[src/rtl/sw_pkg.sv]
// Shared definitions for the Smith-Waterman pass sequencer: state encoding,
// error-bit positions, pass-count derivation and the array scoring constants.
package sw_pkg;

  typedef enum logic [2:0] {
    ST_IDLE   = 3'd0,
    ST_LOAD   = 3'd1,
    ST_FLUSH  = 3'd2,
    ST_CLEAR  = 3'd3,
    ST_RECIRC = 3'd4,
    ST_DONE   = 3'd5
  } state_t;

  localparam int unsigned ERR_UNDERRUN = 0;
  localparam int unsigned ERR_OVERRUN  = 1;
  localparam int unsigned ERR_TIMEOUT  = 2;

  localparam int unsigned DEF_INPUT_LENGTH = 256;
  localparam int unsigned DEF_PE_LENGTH    = 128;

  // Scoring constants used by the PE cells.
  localparam int SC_MATCH = 2;
  localparam int SC_MISS  = -1;
  localparam int SC_GAP   = -1;

  function automatic int unsigned num_pass(int unsigned il, int unsigned pe);
    return il / pe;
  endfunction

  localparam int unsigned NUM_PASS = num_pass(DEF_INPUT_LENGTH, DEF_PE_LENGTH);

endpackage

[src/rtl/sw_edge_wd.sv]
// Edge detector on the PE-array valid_out plus a saturating watchdog that is
// cleared on state entry and on every valid_out edge.
module sw_edge_wd #(
  parameter int unsigned TIMEOUT = 1023,
  parameter int unsigned WD_W    = $clog2(TIMEOUT + 1)
) (
  input  logic clk,
  input  logic rst_n,
  input  logic i_pv,
  input  logic i_restart,
  output logic o_rise,
  output logic o_fall,
  output logic o_expire
);

  localparam logic [WD_W-1:0] WD_MAX = WD_W'(TIMEOUT);

  logic            r_pv_d;
  logic [WD_W-1:0] r_wd;
  logic            w_rise;
  logic            w_fall;

  assign w_rise   = i_pv & ~r_pv_d;
  assign w_fall   = ~i_pv & r_pv_d;
  assign o_rise   = w_rise;
  assign o_fall   = w_fall;
  assign o_expire = (r_wd == WD_MAX);

  always_ff @(posedge clk or negedge rst_n) begin
    if (!rst_n) begin
      r_pv_d <= 1'b0;
      r_wd   <= '0;
    end else begin
      r_pv_d <= i_pv;
      if (i_restart || w_rise || w_fall)
        r_wd <= '0;
      else if (r_wd != WD_MAX)
        r_wd <= r_wd + WD_W'(1);
    end
  end

endmodule

[src/rtl/sw_pass_ctrl.sv]
// Pass sequencer for the Smith-Waterman systolic array: loads the query
// stream, recirculates it for the remaining passes and flags stream errors.
module sw_pass_ctrl
  import sw_pkg::*;
#(
  parameter int unsigned INPUT_LENGTH = 256,
  parameter int unsigned PE_LENGTH    = 128,
  parameter int unsigned CNT_W        = 10,
  parameter int unsigned TIMEOUT      = 1023
) (
  input  logic       clk,
  input  logic       reset,
  input  logic       valid,
  input  logic       pe_valid_out,
  output logic       in_accept,
  output logic       src_sel,
  output logic       pe_clear,
  output logic [1:0] pass_idx,
  output logic       busy,
  output logic       max_hold,
  output logic       finish,
  output logic [2:0] err
);

  localparam int unsigned     N_PASS    = num_pass(INPUT_LENGTH, PE_LENGTH);
  localparam logic [CNT_W-1:0] LEN      = CNT_W'(INPUT_LENGTH);
  localparam logic [1:0]       PASS_LAST = 2'(N_PASS - 1);

  state_t           r_state;
  logic [CNT_W-1:0] r_beat_cnt;
  logic [1:0]       r_pass_idx;
  logic             r_in_accept;
  logic             r_src_sel;
  logic             r_pe_clear;
  logic             r_busy;
  logic             r_max_hold;
  logic             r_finish;
  logic [2:0]       r_err;

  state_t           w_state_nxt;
  logic [CNT_W-1:0] w_beat_nxt;
  logic [1:0]       w_pass_nxt;
  logic             w_acc_nxt;
  logic [2:0]       w_err_nxt;
  logic             w_last_pass;
  logic             w_rise;
  logic             w_fall;
  logic             w_expire;
  logic             w_restart;

  assign w_restart = (w_state_nxt != r_state);

  sw_edge_wd #(.TIMEOUT(TIMEOUT)) u_edge_wd (
    .clk       (clk),
    .rst_n     (reset),
    .i_pv      (pe_valid_out),
    .i_restart (w_restart),
    .o_rise    (w_rise),
    .o_fall    (w_fall),
    .o_expire  (w_expire)
  );

  always_comb begin
    w_state_nxt = r_state;
    w_beat_nxt  = r_beat_cnt;
    w_pass_nxt  = r_pass_idx;
    w_acc_nxt   = 1'b0;
    w_err_nxt   = r_err;
    w_last_pass = (r_pass_idx == PASS_LAST);
    case (r_state)
      ST_IDLE: begin
        if (valid) begin
          w_acc_nxt   = 1'b1;
          w_beat_nxt  = CNT_W'(1);
          w_state_nxt = ST_LOAD;
        end
      end
      ST_LOAD: begin
        if (valid) begin
          if (r_beat_cnt < LEN) begin
            w_acc_nxt  = 1'b1;
            w_beat_nxt = r_beat_cnt + CNT_W'(1);
          end else begin
            w_err_nxt[ERR_OVERRUN] = 1'b1;
          end
        end else begin
          if (r_beat_cnt < LEN)
            w_err_nxt[ERR_UNDERRUN] = 1'b1;
          w_state_nxt = ST_FLUSH;
        end
      end
      ST_FLUSH: begin
        if (w_fall)
          w_state_nxt = w_last_pass ? ST_DONE : ST_CLEAR;
        else if (w_expire && !w_rise) begin
          w_err_nxt[ERR_TIMEOUT] = 1'b1;
          w_state_nxt            = ST_DONE;
        end
      end
      ST_CLEAR: begin
        // The first recirculated beat may already be on valid_out during the clear cycle.
        w_beat_nxt  = CNT_W'(pe_valid_out);
        w_pass_nxt  = w_last_pass ? r_pass_idx : r_pass_idx + 2'd1;
        w_state_nxt = ST_RECIRC;
      end
      ST_RECIRC: begin
        if (pe_valid_out && (r_beat_cnt != '1))
          w_beat_nxt = r_beat_cnt + CNT_W'(1);
        if (w_fall) begin
          if (r_beat_cnt < LEN) w_err_nxt[ERR_UNDERRUN] = 1'b1;
          if (r_beat_cnt > LEN) w_err_nxt[ERR_OVERRUN]  = 1'b1;
          w_state_nxt = w_last_pass ? ST_DONE : ST_CLEAR;
        end else if (w_expire && !w_rise) begin
          w_err_nxt[ERR_TIMEOUT] = 1'b1;
          w_state_nxt            = ST_DONE;
        end
      end
      ST_DONE: begin
      end
      default: w_state_nxt = ST_IDLE;
    endcase
  end

  always_ff @(posedge clk or negedge reset) begin
    if (!reset) begin
      r_state     <= ST_IDLE;
      r_beat_cnt  <= '0;
      r_pass_idx  <= '0;
      r_in_accept <= 1'b0;
      r_src_sel   <= 1'b0;
      r_pe_clear  <= 1'b0;
      r_busy      <= 1'b0;
      r_max_hold  <= 1'b0;
      r_finish    <= 1'b0;
      r_err       <= '0;
    end else begin
      r_state     <= w_state_nxt;
      r_beat_cnt  <= w_beat_nxt;
      r_pass_idx  <= w_pass_nxt;
      r_in_accept <= w_acc_nxt;
      r_err       <= w_err_nxt;
      r_src_sel   <= (w_state_nxt == ST_FLUSH) || (w_state_nxt == ST_CLEAR) ||
                     (w_state_nxt == ST_RECIRC);
      r_pe_clear  <= (w_state_nxt == ST_CLEAR);
      r_busy      <= (w_state_nxt != ST_IDLE) && (w_state_nxt != ST_DONE);
      r_max_hold  <= (w_state_nxt == ST_DONE);
      r_finish    <= (r_state == ST_DONE);
    end
  end

  assign in_accept = r_in_accept;
  assign src_sel   = r_src_sel;
  assign pe_clear  = r_pe_clear;
  assign pass_idx  = r_pass_idx;
  assign busy      = r_busy;
  assign max_hold  = r_max_hold;
  assign finish    = r_finish;
  assign err       = r_err;

endmodule

[config.mk]
export PLATFORM = sky130hd
export DESIGN_NAME = sw_pass_ctrl
export DESIGN_NICKNAME = d
export VERILOG_FILES = /design/src/rtl/sw_pkg.sv /design/src/rtl/sw_edge_wd.sv /design/src/rtl/sw_pass_ctrl.sv
export SDC_FILE = /design/constraint.sdc
export NUM_CORES = 1
export LEC_CHECK = 0
export ABC_CLOCK_PERIOD_IN_PS = 2700
export CORE_ASPECT_RATIO = 0.75
export CORE_MARGIN = 5
export CORE_UTILIZATION = 25
export DETAILED_ROUTE_END_ITERATION = 7
export MAX_ROUTING_LAYER = met4
export PLACE_DENSITY = 0.48
export SLEW_MARGIN = 10
export SYNTH_ARGS = -nofsm -noshare
export SYNTH_HDL_FRONTEND = slang
export SYNTH_SLANG_ARGS = --single-unit
[constraint.sdc]
create_clock -name clk -period 2.7 [get_ports clk]
set_input_delay 0.27 -clock clk [delete_from_list [all_inputs] [get_ports clk]]
set_output_delay 0.27 -clock clk [all_outputs]
set_load 0.01 [all_outputs]
# Yosys cells after proc, flatten, opt, wreduce, memory -nomap -nowiden
# Index checks and enable logic that the tools add are counted.
# W data, S select, Z words.
# word_totals
regBits	35
input_bits	4
output_inout_bits	11
word_cells	91
# op_classes
add_sub_neg	3
order_cmp	2
eq_ne	23
muxes	24
bitwise_logic	6
reduce_logical	19
# op_table
op	n
$mux W10	6
$pmux W10 S4	1
$add A10 B1 Y10 const B	2
$ne A10 B10 Y1 const B	2
$mux W3	5
$pmux W3 S5	1
$ne A2 B2 Y1 const B	7
$eq A3 B2 Y1 const B	4
$eq A3 B3 Y1 const B	4
$eq A10 B10 Y1 const B	1
$gt A10 B9 Y1 const B	1
$lt A10 B9 Y1 const B	1
$reduce_and A5 Y1	2
$mux W1	8
$reduce_and A3 Y1	2
$logic_or A1 B1 Y1	4
$not A1 Y1	4
$pmux W2 S2	1
$reduce_bool A2 Y1	2
$reduce_bool A4 Y1	1
$eq A3 B1 Y1 const B	1
$logic_and A1 B1 Y1	3
$logic_not A3 Y1	1
$ne A3 B3 Y1	1
other kinds (11)	12

# Longest topological paths before layout
# Gate-level depths: netlist of the first run.
# logic_depth
word_depth	11
depth_mapped	7
mapped_depth_nobuf	7

# Hierarchy
# Synthesis of the first run repeated with hierarchy kept, for this count alone.
# hier_totals
hier_cells	218
hier_area_um2	2100.8
# by_module_without_submodules
module	n_inst	cells_each	area_per_inst_um2	seq_area_each_um2
sw_pass_ctrl	1	156	1456.4	600.6
sw_edge_wd	1	62	644.4	275.3

# Worst setup path after synthesis of the first run
# Ideal clock, no wire load.
# synth_timing
path_kind	register to register
startpoint	register r_beat_cnt[8]
endpoint	register r_beat_cnt[8]
setup_time_ns	0.079
arrival_time_ns	1.991
t_required_ns	2.621
path_slack_ns	0.631
stages_incl_launch_ff	7
n_path_buf	1
synth_period_minus_slack_ns	2.069
cell_sequence	dfrtp_1 -> o21a_1 -> o31a_1 -> buf_6 -> or4_4 -> or3_1 -> a21oi_1
# synth_between
elab_chain_len	4
word_cells_on_any_way	11
cone_classes	1 x add/sub; 1 x order compare; 3 x eq/ne; 4 x mux; 2 x reduce/logical
# synth_rtl
item	line	source
start: declaration	sw_pass_ctrl.sv:30	logic [CNT_W-1:0] r_beat_cnt;
start signal: assignment	sw_pass_ctrl.sv:138	r_beat_cnt <= w_beat_nxt;
$add A10 B1 Y10 / $ne A10 B10 Y1 (equally long branches)	sw_pass_ctrl.sv:82, sw_pass_ctrl.sv:108, sw_pass_ctrl.sv:107	
$mux W10 / $logic_and A1 B1 Y1 (equally long branches)	sw_pass_ctrl.sv:80, sw_pass_ctrl.sv:107	
$mux W10 / $ne A2 B2 Y1 (equally long branches)	n/a	
$pmux W10 S4 / $reduce_and A5 Y1 (equally long branches)	n/a	
# Parallel ways exist; a longest one is shown, timed or not. The select of a mux whose other input is x is not followed.
# A chain may end at the register's enable or synchronous reset.

# Final worst setup path of the first run
# layout_timing
startpoint	register r_state[2]
endpoint	register r_beat_cnt[8]
# layout_between
elab_chain_len	3
word_cells_on_any_way	11
cone_classes	7 x eq/ne; 1 x mux; 3 x reduce/logical
# layout_rtl
item	line	source
start: declaration	sw_pass_ctrl.sv:29	state_t r_state;
start signal: assignment	sw_pass_ctrl.sv:137	r_state <= w_state_nxt;
$eq A3 B3 Y1, or another cell as far along	sw_pass_ctrl.sv:70	case (r_state)
$reduce_bool A4 Y1 (no source line) / $ne A2 B2 Y1 (equally long branches)	n/a	
$reduce_and A5 Y1 (no source line)	n/a	
# Parallel ways exist; a longest one is shown, timed or not.

==> flow_summary.yaml, run 1 <==
synthesis:
  synth_edf_count: 0
  synthCells: 214
  synth_ff_type: "dfrtp_1"
  syn_avg_cell_area_um2: 9.308
  synth-seq-cells: 35
  synth_top_area_share_pct: 43.97
  netlist-cell-type-count: 48
  yosysTopAreaCell: "dfrtp_1"
  synthArstFlopShare_pct: 100.0
  synth_area_leaders: "dfrtp_1 (44%), xnor2_1 (4.4%), nor2_1 (3.6%)"
  synth_warnings: 0
  synth_nets: 222
  ys_seq_area_share_pct: 43.97
  syn_area_um2: 1992
sta:
  max-slew-margin-rel_pct: 47.47
  worstMarginPinSlew_ns: 0.7879
  finalMaxSlewViolations: 0
  finalSetupViolCount: 0
  setup_tns_ns: 0
  post-route-min-period_ns: 2.287
  fin_skew_ns: 0.006351
  grt_setup_unrepaired: "no"
  holdWs_ns: 0.06352
  fin_crit_sh_pct: 84.72
  finalHoldViolCount: 0
  fmax_ghz: 0.4372
die:
  initial_utilization_pct: 25.50
  die_h_um: 87.31
  core_area_um2: 7812
  rows: 28
  ios: 15
  die_w_um: 113.1
  die-area_um2: 9872
place:
  hpwl_um: 3223
  place_congestion: 0.7930
  place_inst: 334
  port_buffers: 14
routing:
  routed_wl_um: 4464
  num_vias: 1615
  drc_errors: 0
  viasPerCell: 4.722
  first_pass_iters: 4
  drt_iter0_markers: 100
  ant_nets: 0
  wl_per_cell_um: 13.05
clock_tree:
  postCtsSetupBuffers: 0
  htreeDepth: 2
  cts_buffers: 5
  clk_pin_slew_ns: 0.07
  cts_resized: 0
  clk_path_buf_depth: 2
  cts_tree: "yes"
  clockRootBuffer: "clkbuf_8"
  clock-sinks: 35
  clk_latency_ns: 0.29
  postCtsHoldBufs: 0
min_path:
  min_path_type: "input port to async pin"
global_routing:
  grt_pass1_wl_um: 7659
  grt_pass1_vias: 1505
  grt_antenna_before_repair: 0
  grt_max_degree: 36
  track_usage_pct: 9.951
  grt_overflow_total: 0
power:
  p_switching_mw: 0.2206
  intPower_mw: 0.7327
  swShare_pct: 23.14
  seqPwrFrac_pct: 56.7
  pwr-share-comb_pct: 5.1
  power_density_nw_per_um2: 404.0
  p_leak_nw: 0.9664
  p_clk_share_pct: 38.2
  ir_drop_mv: 0.1631
critical_path:
  critPathLaunchType: "flop"
  crit_required_ns: 2.91
  endpoint_kind: "flop"
  crit_arrival_ns: 2.50
  cp_max_fo: 14
  crit_type: "flop to flop"
job:
  maxCapViolCount: 0
final_layout:
  area_delta_synth_final_pct: 18.47
  final_cells: 342
  layout_common_cells: "dfrtp_1 (35), nor2_1 (19), nand2_1 (18), a21oi_1 (14)"
  antenna_cells: 0
  layout.nets: 244
  drive_gt1_share_pct: 8.439
  layout_commonest_cell: "dfrtp_1"
outcome:
  status: "completed"
layer usage:
metal  vias to the layer above  track usage [%]  routed length (um)
met5                         -                -                   0
met4                         0            3.712                  62
met3                         7            2.292                 193
met2                        29            12.58                1698
met1                       755            14.96                2510
li1                        824                -                   -
path summary, 6_finish.rpt:
kind / start / end / slack, ns / cells past startpoint
worst max-delay path: r_state[2] / r_beat_cnt[8] / 0.41 / 5
worst min-delay path: reset / u_edge_wd.r_wd[0] / 0.06 / 1
max in group asynchronous: reset / u_edge_wd.r_wd[6] / 2.14 / 1
worst max register to register: r_state[2] / r_beat_cnt[8] / 0.41 / 5
worst min register to register: err[2] / err[2] / 0.47 / 1
min in group clk: err[2] / err[2] / 0.47 / 1
cell type report:
class,instances,area [um^2]
timing repair buffer,21,187.7
sequential,35,875.8
clock inverter,1,5.005
tap,105,131.4
multi-input combinational,160,1035
clock buffer,7,76.32
inverter,13,48.80
fill,828,5453
kinds of logic after synthesis:
logic type,count (synthesis),synth area share (%)
adder cells (fa/ha/maj),4,2.513
flip-flops,35,43.97
AO/OA/AOI/OAI,47,15.52
multiplexers,5,2.513
buffers and inverters,19,4.083
XOR/XNOR,11,4.837
AND/OR/NAND/NOR,93,26.57
critical path, stage by stage (launching register included):
cell and delay (ns):
dfrtp_1 0.60, nor2_1 0.15, o31a_1 0.43, or4_4 0.55, or3_1 0.35, a21oi_1 0.14
state kept, by name, summed over array words and instances, names as in the netlist:
name / cells
u_edge_wd.r_wd: 10
u_edge_wd.r_pv_d: 1
src_sel: 1
pe_clear: 1
r_state: 3
finish: 1
r_beat_cnt: 10
max_hold: 1
err: 3
busy: 1
pass_idx: 2
in_accept: 1
synthesized netlist by cell type (3+ instances only):
| library cell | number |
|---|---|
| a21oi_1 | 14 |
| dfrtp_1 | 35 |
| nor3b_1 | 5 |
| o31a_1 | 3 |
| nor4_1 | 4 |
| nor3_1 | 6 |
| ha_1 | 4 |
| nor4b_1 | 5 |
| nand4_1 | 5 |
| o31ai_1 | 3 |
| xnor2_1 | 10 |
| nor2_1 | 19 |
| nand3_1 | 8 |
| a31oi_1 | 6 |
| mux2i_1 | 5 |
| nand2_1 | 18 |
| o21ai_0 | 6 |
| nand2b_1 | 6 |
| inv_1 | 13 |
power by group through the flow:
stage / clock, mW / sequential (mW) / combinational [mW]
2_1_floorplan: 0 / 0.549 / 0.0241
3_3_place_gp: 0 / 0.551 / 0.0498
3_5_place_dp: 0 / 0.551 / 0.0500
4_1_cts: 0.378 / 0.541 / 0.0501
5_1_grt: 0.408 / 0.542 / 0.0573
6_report: 0.364 / 0.541 / 0.0482
stage by stage:
stage,cell area (um^2),worst slack (ns),utilization [%],power [mW]
5_1_grt,2360,0.3181,30.21,1.008
4_1_cts,2360,0.4353,30.21,0.9691
2_1_floorplan,1992,0.6308,-,0.5732
3_3_place_gp,2278,0.2365,29.16,0.6008
6_report,2360,0.4127,30.21,0.9533
3_5_place_dp,2278,0.2132,29.16,0.6009
Note: power is estimated with default switching activity, not from simulation.
==> run 2: changes to the inputs <==
--- a/config.mk
+++ b/config.mk
@@ -5,13 +5,13 @@
 export SDC_FILE = /design/constraint.sdc
 export NUM_CORES = 1
 export LEC_CHECK = 0
-export ABC_CLOCK_PERIOD_IN_PS = 2700
+export ABC_CLOCK_PERIOD_IN_PS = 2100
 export CORE_ASPECT_RATIO = 0.75
 export CORE_MARGIN = 5
 export CORE_UTILIZATION = 25
 export DETAILED_ROUTE_END_ITERATION = 7
 export MAX_ROUTING_LAYER = met4
-export PLACE_DENSITY = 0.48
+export PLACE_DENSITY = 0.49
 export SLEW_MARGIN = 10
 export SYNTH_ARGS = -nofsm -noshare
 export SYNTH_HDL_FRONTEND = slang
==> constraint.sdc (replaced) <==
create_clock -name clk -period 2.1 [get_ports clk]
set_input_delay 0.21 -clock clk [delete_from_list [all_inputs] [get_ports clk]]
set_output_delay 0.21 -clock clk [all_outputs]
set_load 0.01 [all_outputs]
==> run 2 against run 1 <==
Critical path depth did not move. Combinational power is 36% higher. Setup slack worse by 0.31 ns. Via count increased by 4.5%. Design area increased by 9.6%. Total power grew 57%. Sequential power increased by 28%. Clock skew down 0.0041 ns. Highest routed layer unchanged.
==> flow_summary.yaml, run 2 (synthesis results as in run 1) <==
die:
  die-area_um2: 9872
  ios: 15
  core_area_um2: 7812
  die_w_um: 113.1
  initial_utilization_pct: 25.50
  die_h_um: 87.31
  rows: 28
sta:
  post-route-min-period_ns: 1.997
  finalSetupViolCount: 0
  finalHoldViolCount: 0
  fmax_ghz: 0.5008
  holdWs_ns: 0.009135
  worstMarginPinSlew_ns: 0.7989
  layout_setup_ws_ns: 0.1031
  setup_tns_ns: 0
  finalMaxSlewViolations: 0
  fin_skew_ns: 0.002219
  max-slew-margin-rel_pct: 46.74
  fin_crit_sh_pct: 95.09
clock_tree:
  cts_buffers: 5
  clockRootBuffer: "clkbuf_8"
  cts_tree: "yes"
  clk_pin_slew_ns: 0.08
  htreeDepth: 2
  clk_path_buf_depth: 2
  clk_latency_ns: 0.28
  clock-sinks: 35
power:
  ir_drop_mv: 0.2492
  power_mw: 1.493
  p_leak_nw: 1.108
  power_density_nw_per_um2: 577.4
routing:
  first_pass_iters: 4
  num_vias: 1687
  drc_errors: 0
  drt_iter0_markers: 118
  viasPerCell: 4.647
  dr_wl_met3_um: 171
  met2_length_um: 1863
  ant_nets: 0
  routed_wl_um: 4645
  wl_per_cell_um: 12.80
  dr.max_layer_used: "met4"
  drt-met1-wl_um: 2555
final_layout:
  layout_common_cells: "dfrtp_1 (34), buf_4 (28), nor2_1 (19), nand2_1 (18), a21oi_1 (14)"
  final_cells: 363
  layout_commonest_cell: "dfrtp_1"
  design_area_um2: 2586
  area_delta_synth_final_pct: 29.84
  reg_top3: "r_beat_cnt x10, u_edge_wd.r_wd x10"
  antenna_cells: 0
  drive_gt1_share_pct: 17.44
  final_util_pct: 33.10
  layout.nets: 265
global_routing:
  grt_pass1_vias: 1542
  grt_antenna_before_repair: 0
  grt_pass1_wl_um: 7541
  track_usage_pct: 9.892
  grt_max_degree: 36
  grt_overflow_total: 0
job:
  maxCapViolCount: 0
critical_path:
  crit_type: "flop to flop"
  cp_max_fo: 8
  crit_chain: "o21a_1, o31a_1, or4_4, or3_1, a21oi_1"
  cp-startpoint: "r_state[0]"
  critPathLaunchType: "flop"
  reg2reg_from: "r_state[0]"
  crit_arrival_ns: 2.21
  critical_path.max_stage_delay_ns: 0.51
  crit_required_ns: 2.31
  endpoint_kind: "flop"
  path_delay_family: "simple AND/OR/NAND/NOR gates"
  worst-path-buf-inv: 0
  cpMaxStageDelayCell: "or4_4"
place:
  post-place-ws_ns: -0.1844
  place_congestion: 0.8047
  place_area_um2: 2429
  place_inst: 354
  port_buffers: 14
  hpwl_um: 3404
min_path:
  min_path_type: "input port to async pin"
outcome:
  status: "completed"
-- run 2: final timing paths --
check | depth (start not counted) | end | slack (ns)
worst max-delay path | 5 | r_beat_cnt[8] | 0.10
worst min-delay path | 1 | r_beat_cnt[4] | 0.009
worst max register to register | 5 | r_beat_cnt[8] | 0.10
worst min register to register | 2 | err[1] | 0.47
max in group asynchronous | 1 | r_state[0] | 1.54
min in group clk | 2 | err[1] | 0.47
-- run 2: area by class of cell --
cell class              instances  area (um^2)
repair buffers                 42        345.3
clock buffers                   5        68.82
inverters                      13        48.80
fillers                       789         5226
clock inverters                 3        67.56
well taps                     105        131.4
multi-input cells             160         1047
flip-flops and latches         35        877.1
-- run 2: power breakdown --
part	leakage, nW	switching (mW)	internal [mW]
registers	0.447	0.0114	0.684
clock network	0.0644	0.259	0.474
logic	0.597	0.0380	0.0275
-- run 2: worst reg2reg max path, cell delays in order (launching register included) --
cell	delay [ns]
dfrtp_2	0.48
o21a_1	0.15
o31a_1	0.29
or4_4	0.51
or3_1	0.35
a21oi_1	0.14
-- run 2: metal layers --
metal,track usage [%],up-vias
met4,4.258,0
met1,14.10,782
li1,-,871
met5,-,-
met3,2.083,2
met2,13.39,32
-- run 2: repair_timing --
item / 4_1_cts / 5_1_grt
hold buffers: 0 / 0
buffers inserted: 0 / 1
setup endpoints to repair: 0 / 10
gates resized for setup: 0 / 3
